### src/rtl/datapath_pkg.sv
// Shared definitions for the 16-bit pipelined datapath: opcodes, the bubble word
// and the fetch-stage FSM state encoding.
package datapath_pkg;

  localparam logic [3:0] OP_ALU  = 4'h0;
  localparam logic [3:0] OP_ANDI = 4'h1;
  localparam logic [3:0] OP_ORI  = 4'h2;
  localparam logic [3:0] OP_BGT  = 4'h4;
  localparam logic [3:0] OP_BLT  = 4'h5;
  localparam logic [3:0] OP_BEQ  = 4'h6;
  localparam logic [3:0] OP_LBU  = 4'hA;
  localparam logic [3:0] OP_SB   = 4'hB;
  localparam logic [3:0] OP_LW   = 4'hC;
  localparam logic [3:0] OP_SW   = 4'hD;
  localparam logic [3:0] OP_HALT = 4'hF;

  localparam logic [15:0] INST_NOP = 16'h0000;

  typedef enum logic {
    ST_RUN  = 1'b0,
    ST_HALT = 1'b1
  } fetch_state_t;

endpackage

### src/rtl/ifid_reg.sv
// Generic pipeline register carrying an instruction word and its next-PC, with
// clear (bubble) taking priority over hold (stall).
module ifid_reg #(
  parameter int INST_W = 16,
  parameter int PC_W   = 8
) (
  input  logic              clk,
  input  logic              rst,
  input  logic              i_clear,
  input  logic              i_hold,
  input  logic [INST_W-1:0] i_inst,
  input  logic [PC_W-1:0]   i_pc_next,
  output logic [INST_W-1:0] o_inst,
  output logic [PC_W-1:0]   o_pc_next,
  output logic              o_valid
);

  logic [INST_W-1:0] r_inst;
  logic [PC_W-1:0]   r_pc_next;
  logic              r_valid;

  always_ff @(posedge clk or negedge rst) begin
    if (!rst) begin
      r_inst    <= '0;
      r_pc_next <= '0;
      r_valid   <= 1'b0;
    end else if (i_clear) begin
      r_inst    <= '0;
      r_pc_next <= '0;
      r_valid   <= 1'b0;
    end else if (!i_hold) begin
      r_inst    <= i_inst;
      r_pc_next <= i_pc_next;
      r_valid   <= 1'b1;
    end
  end

  assign o_inst    = r_inst;
  assign o_pc_next = r_pc_next;
  assign o_valid   = r_valid;

endmodule

### src/rtl/fetch_unit.sv
// Instruction-fetch stage: owns the PC, feeds IF/ID, and handles stall, branch
// redirect and HALT with a two-state RUN/HALT FSM.
module fetch_unit
  import datapath_pkg::*;
#(
  parameter logic [7:0] PC_RESET = 8'h00,
  parameter logic [3:0] HALT_OP  = 4'hF
) (
  input  logic        clk,
  input  logic        rst,
  output logic [7:0]  imem_addr,
  input  logic [15:0] imem_data,
  input  logic        stall,
  input  logic        branch_taken,
  input  logic [7:0]  branch_target,
  output logic [15:0] ifid_inst,
  output logic [7:0]  ifid_pc_next,
  output logic        ifid_valid,
  output logic        halted,
  output logic [15:0] fetch_count
);

  function automatic logic [15:0] sat_inc16(input logic [15:0] v);
    return (v == 16'hFFFF) ? v : v + 16'd1;
  endfunction

  fetch_state_t r_state, w_state_next;
  logic [7:0]   r_pc, w_pc_next;
  logic [15:0]  r_fetch_count;
  logic         w_ifid_clear, w_ifid_hold, w_count_en;
  logic [7:0]   w_pc_plus2, w_target;
  logic         w_is_halt;
  logic         w_unused_tgt0;

  assign w_pc_plus2    = r_pc + 8'd2;
  assign w_target      = {branch_target[7:1], 1'b0};
  assign w_is_halt     = (imem_data[15:12] == HALT_OP);
  assign w_unused_tgt0 = branch_target[0];

  always_ff @(posedge clk or negedge rst) begin
    if (!rst) begin
      r_state       <= ST_RUN;
      r_pc          <= PC_RESET;
      r_fetch_count <= 16'h0000;
    end else begin
      r_state <= w_state_next;
      r_pc    <= w_pc_next;
      if (w_count_en) r_fetch_count <= sat_inc16(r_fetch_count);
    end
  end

  // Branch beats stall, stall beats normal fetch; HALT only leaves via branch.
  always_comb begin
    w_state_next = r_state;
    w_pc_next    = r_pc;
    w_ifid_clear = 1'b0;
    w_ifid_hold  = 1'b0;
    w_count_en   = 1'b0;
    if (branch_taken) begin
      w_pc_next    = w_target;
      w_ifid_clear = 1'b1;
      w_state_next = ST_RUN;
    end else if (stall) begin
      w_ifid_hold = 1'b1;
    end else if (r_state == ST_RUN) begin
      w_count_en = 1'b1;
      if (w_is_halt) w_state_next = ST_HALT;
      else           w_pc_next    = w_pc_plus2;
    end else begin
      w_ifid_clear = 1'b1;
    end
  end

  ifid_reg #(
    .INST_W(16),
    .PC_W  (8)
  ) u_ifid (
    .clk      (clk),
    .rst      (rst),
    .i_clear  (w_ifid_clear),
    .i_hold   (w_ifid_hold),
    .i_inst   (imem_data),
    .i_pc_next(w_pc_plus2),
    .o_inst   (ifid_inst),
    .o_pc_next(ifid_pc_next),
    .o_valid  (ifid_valid)
  );

  assign imem_addr   = r_pc;
  assign halted      = (r_state == ST_HALT);
  assign fetch_count = r_fetch_count;

endmodule

### config.mk
export PLATFORM = sky130hd
export DESIGN_NAME = fetch_unit
export DESIGN_NICKNAME = d
export VERILOG_FILES = /design/src/rtl/datapath_pkg.sv /design/src/rtl/ifid_reg.sv /design/src/rtl/fetch_unit.sv
export SDC_FILE = /design/constraint.sdc
export NUM_CORES = 1
export LEC_CHECK = 0
export BUFFER_PORTS_ARGS = -buffer_cell sky130_fd_sc_hd__buf_2
export CAP_MARGIN = 20
export CORE_MARGIN = 4
export CORE_UTILIZATION = 49
export CTS_CLUSTER_SIZE = 28
export DETAILED_ROUTE_END_ITERATION = 7
export PLACE_DENSITY_LB_ADDON = 0.08
export REMOVE_ABC_BUFFERS = 1
export SLEW_MARGIN = 20
export SYNTH_ARGS = -nofsm -noshare
export SYNTH_HDL_FRONTEND = slang
export SYNTH_SLANG_ARGS = --single-unit
### constraint.sdc
create_clock -name clk -period 1.9 [get_ports clk]
set_input_delay 0.285 -clock clk [delete_from_list [all_inputs] [get_ports clk]]
set_output_delay 0.285 -clock clk [all_outputs]
set_load 0.1 [all_outputs]
# --- After elaboration in Yosys (flattened, before gate mapping) ---
# Index checks and enable logic that the tools add are counted.
word_totals:
  register_bits: 50
  input_bits: 28
  out_inout_bits: 50
  elab_cells: 39
classes:
  addsub: 2
  eq_ne: 6
  mux: 22
  bitwise_logic: 1
  n_reduce_logical: 2
ops:
  columns: ["op", "n"]
  rows:
  - ["$mux W8", 6]
  - ["$mux W16", 2]
  - ["$add A16 B1 Y16 const B", 1]
  - ["$eq A16 B16 Y1 const B", 1]
  - ["$mux W1", 14]
  - ["$add A8 B2 Y8 const B", 1]
  - ["$eq A4 B4 Y1 const B", 1]
  - ["$ne A2 B1 Y1 const B", 2]
  - ["$ne A2 B2 Y1 const B", 2]
  - ["$reduce_and A3 Y1", 1]
  - ["$reduce_and A2 Y1", 1]
  - ["$not A1 Y1", 1]

# --- Logic depth before layout (Yosys ltp) ---
depth:
  word_depth: 5
  ltp_mapped: 6
  ltp_nobuf: 5

# --- Hierarchy ---
# Synthesis repeated with hierarchy kept, for this count alone.
hier_totals:
  hier_cells: 211
  area_unflattened_um2: 2328.5
modules_own_cells:
  columns: ["module", "n_inst", "cells_each", "area_each_um2", "seq_area_each_um2"]
  rows:
  - ["fetch_unit", 1, 130, 1298.7, 600.6]
  - ["ifid_reg", 1, 81, 1029.7, 625.6]

# --- Least setup slack after synthesis ---
# No wires, ideal clock.
synth_timing:
  path_kind: "register -> register"
  start: "reg r_fetch_count[0] (netlist: fetch_count[0])"
  end: "reg r_fetch_count[14] (netlist: fetch_count[14])"
  setup_ns: 0.158
  arrival_time_ns: 1.956
  t_required_ns: 1.742
  path_slack_ns: -0.214
  path_stages_with_launch: 6
  n_path_buf: 0
  synth_period_minus_slack_ns: 2.114
  cell_sequence: "dfrtp_1 > ha_1 > nand3_1 > a211oi_4 > nand4_1 > xnor2_1"
synth_between:
  elab_chain_len: 3
  word_cells_on_any_way: 4
  cone_classes: "add/sub: 1; eq/ne: 1; bitwise: 1; reduce/logical: 1"
synth_rtl:
  columns: ["element", "line_no", "rtl"]
  rows:
  - ["from (decl)", "fetch_unit.sv:29", "logic [15:0] r_fetch_count;"]
  - ["from (signal assigned)", "fetch_unit.sv:48", "if (w_count_en) r_fetch_count <= sat_inc16(r_fetch_count);"]
  - ["branches (longest 3 deep; another with $add A16 B1 Y16)", null, null]
# Several ways; the timed one is not identified.
# A chain may end at the register's enable or synchronous reset.

# --- Worst setup path in the final report ---
layout_timing:
  start: "reg r_state (netlist: halted)"
  end: "reg r_fetch_count[10] (netlist: fetch_count[10])"
layout_between:
  elab_chain_len: 4
layout_rtl:
  columns: ["element", "line_no", "rtl"]
  rows:
  - ["from (decl)", "fetch_unit.sv:27", "fetch_state_t r_state, w_state_next;"]
  - ["from (signal assigned)", "fetch_unit.sv:46", "r_state <= w_state_next;"]
  - ["$mux W1", "fetch_unit.sv:65", "end else if (r_state == ST_RUN) begin"]
  - ["$mux W1", "fetch_unit.sv:63", "end else if (stall) begin"]
  - ["$mux W1", "fetch_unit.sv:59", "if (branch_taken) begin"]
  - ["$reduce_and A2 Y1 (no line)", null, null]
# Every way passes these cells.

==> flow_metrics.py <==
metrics = {
    "detailed_routing": {
        "number_of_routed_nets_with_antenna_violations": 0,
        "drt-initial-drc-count": 76,
        "via_count": 1698,
        "vias_per_cell": 5.16,
        "avgRoutedWirePerCell_microns": 14.4,
        "detail_route.first_pass.iterations": 4,
        "drc": 0,
        "route.final.wire_length_mm": 4.73,
    },
    "yosys": {
        "synth_cells": 198,
        "ys_seq_elements": 48,
        "post-synth-top-area-fraction": 0.539,
        "synth-warning-count": 0,
        "cells_taking_the_most_area_after_synthesis": "dfrtp_1, a22o_1, xnor2_1",
        "yosysMostFrequentCell": "dfrtp_1",
        "syn-cell-area_sq_um": 2230,
        "netlist.top_cell.by_area": "dfrtp_1",
        "dominantRegCellSynth": "dfrtp_1",
        "netlist-cell-type-count": 36,
        "ys_seq_area_frac": 0.539,
        "synth_async_sr_flop_share": 1.00,
        "yosys-top-cells-count": "dfrtp_1, nand2_1, a22o_1",
        "synth_edf_count": 0,
        "syn_avg_cell_area_sq_um": 11.3,
    },
    "global_route": {
        "globalRouteOverflowTotal": 0,
        "overall_global_routing_usage": 0.178,
        "grt_max_degree": 24,
        "grt_pass1_wl_mm": 7.82,
        "first_global_vias": 1604,
        "grt_antenna_before_repair": 0,
    },
    "sta": {
        "fin_ws_ps": 165,
        "finClkSkew_ps": 6.88,
        "final_setup_violating_endpoints": 0,
        "whs_ps": 193,
        "final_min_period_over_clock_period": 0.913,
        "fmax_mhz": 576,
        "period_needed_ps": 1730,
        "max_slew_violation_count": 0,
        "grt_setup_unrepaired": "no",
        "report.final.hold_viol_count": 0,
    },
    "critical_path": {
        "timing_worst_setup_path_type": "reg -> reg",
        "timing.critical_path.to_type": "flop",
        "required_ps": 2110,
        "critPathArrivalTime_ps": 1950,
        "critical_path_peak_fanout": 11,
        "setup.worst_path.start_class": "flop",
    },
    "run": {
        "maxCapViolCount": 0,
    },
    "clock_tree": {
        "cts_tree": "built",
        "postCtsResizedCells": 0,
        "root_buffer": "clkbuf_8",
        "worstSkewPairLatency_ps": 290,
        "post_cts.repair.setup_buffers": 0,
        "clkSinkCount": 48,
        "clock_tree.htree_level_count": 2,
        "numCtsBuffers": 5,
        "clk_pin_slew_worst_paths_ps": 80,
        "ctsLongestPathBuffers": 2,
    },
    "finish": {
        "antenna_cells": 0,
        "final-instance-count-excl-fill": 329,
        "num-nets-final": 306,
        "final_layout_size_suffix_gt1_frac": 0.343,
        "postLayoutCellArea_sq_um": 2760,
        "final.fill_count": 370,
        "area_growth_pct": 23.8,
    },
    "placement": {
        "place_inst": 320,
        "placed_area_sq_um": 2640,
        "pre_cts_slack_ps": 204,
        "portBuffers": 74,
        "gp_congestion": 0.773,
        "detailedPlacementHpwl_mm": 3.54,
    },
    "status": {
        "run_status": "finished, final reports clean",
    },
    "floorplanning": {
        "die_x_microns": 75.5,
        "die_y_microns": 75.5,
        "core_region_area_sq_um": 4380,
        "std_cell_rows": 24,
        "floorplan.die_area_sq_um": 5690,
        "io-pin-count": 78,
        "initial_utilization": 0.509,
    },
    "pwr": {
        "vdd.ir_drop.worst_v": 0.000512,
        "power.leakage_nw": 1.39,
        "power_per_cell_area_nw_per_um2": 1190,
    },
    "worst_hold_path": {
        "min-delay-path-class": "in -> reg",
    },
}
## cell families (layout without fill, tap and decap cells)
group	after synthesis	count (layout)	share of synthesized area
and+or+nand+nor	71	71	0.186
DFF	48	48	0.539
AOI/OAI and AO/OA	39	39	0.131
xor gates and xnor gates	22	22	0.0864
buffers and inverters	12	90	0.0314
muxes	3	3	0.0140
adders and majority gates	2	2	0.0112
other	1	2	0.00168
## sequential cells by signal, summed over array words and instances (netlist names)
name,cells
fetch_count,16
halted,1
imem_addr,7
u_ifid.o_inst,16
u_ifid.o_pc_next,7
u_ifid.o_valid,1
## power breakdown
group          switching [mW]  total, mW  internal, mW
clock network           0.316      0.707         0.391
logic                    1.09       1.31         0.225
registers               0.140       1.27          1.13
## critical path, stage by stage, from the launching register on
cell and delay, ps:
dfrtp_1 450, or3_4 500, nor4b_4 310, and3_1 220
mux2i_1 180
## layout make-up
class	count	area, sq um	area share
clock buffers	6	72.6	0.0263
clock inverters	2	35.0	0.0127
inverters	2	7.51	0.00272
multi-input cells	139	962	0.348
flip-flops and latches	48	1200	0.435
well taps	52	65.1	0.0236
repair buffers	80	418	0.151
## routing by layer
metal / part of all wire / track usage
met1: 0.48 / 0.264
met5: 0 / 0
met2: 0.44 / 0.266
met3: 0.072 / 0.0422
met4: 0.0084 / 0.0408
## what timing repair did
item                       in CTS  in global routing
hold buffers                    1                  0
hold endpoints to repair       17                  0
setup endpoints to repair       0                  0
## layout by cell type, fill, tap and decap left out, types with 4 or more instances in the layout
cell / count
buf_2: 74
dfrtp_1: 48
nand2_1: 21
a22o_1: 17
nand4_1: 13
xnor2_1: 13
o21ai_0: 12
xor2_1: 9
nand3_1: 8
and3_1: 7
nor2_1: 5
clkbuf_8: 5
buf_4: 5
a21oi_1: 4
and2_1: 4
## final timing paths
check | start | endpoint | slack [ps] | cells after the start
worst max-delay path | halted$_DFFE_PN0P_ | fetch_count[10]$_DFFE_PN0P_ | 170 | 4
worst min-delay path | branch_target[2] | imem_addr[2]$_DFFE_PN0P_ | 190 | 3
worst max register to register | halted$_DFFE_PN0P_ | fetch_count[10]$_DFFE_PN0P_ | 170 | 4
worst min register to register | u_ifid.o_valid$_DFFE_PN0P_ | u_ifid.o_valid$_DFFE_PN0P_ | 480 | 2
max in group asynchronous | rst | fetch_count[15]$_DFFE_PN0P_ | 880 | 3
min in group asynchronous | rst | u_ifid.o_inst[10]$_DFFE_PN0P_ | 450 | 2
## metrics by stage
step	TNS, ps	total power, mW	util
after global placement	0	2.59	0.603
after CTS	0	3.32	0.630
final	0	3.29	0.630
after global routing	0	3.44	0.630
after floorplan	-2090	2.34	-
after detailed placement	0	2.61	0.603
No activity file was read; power rests on OpenSTA's default activity.
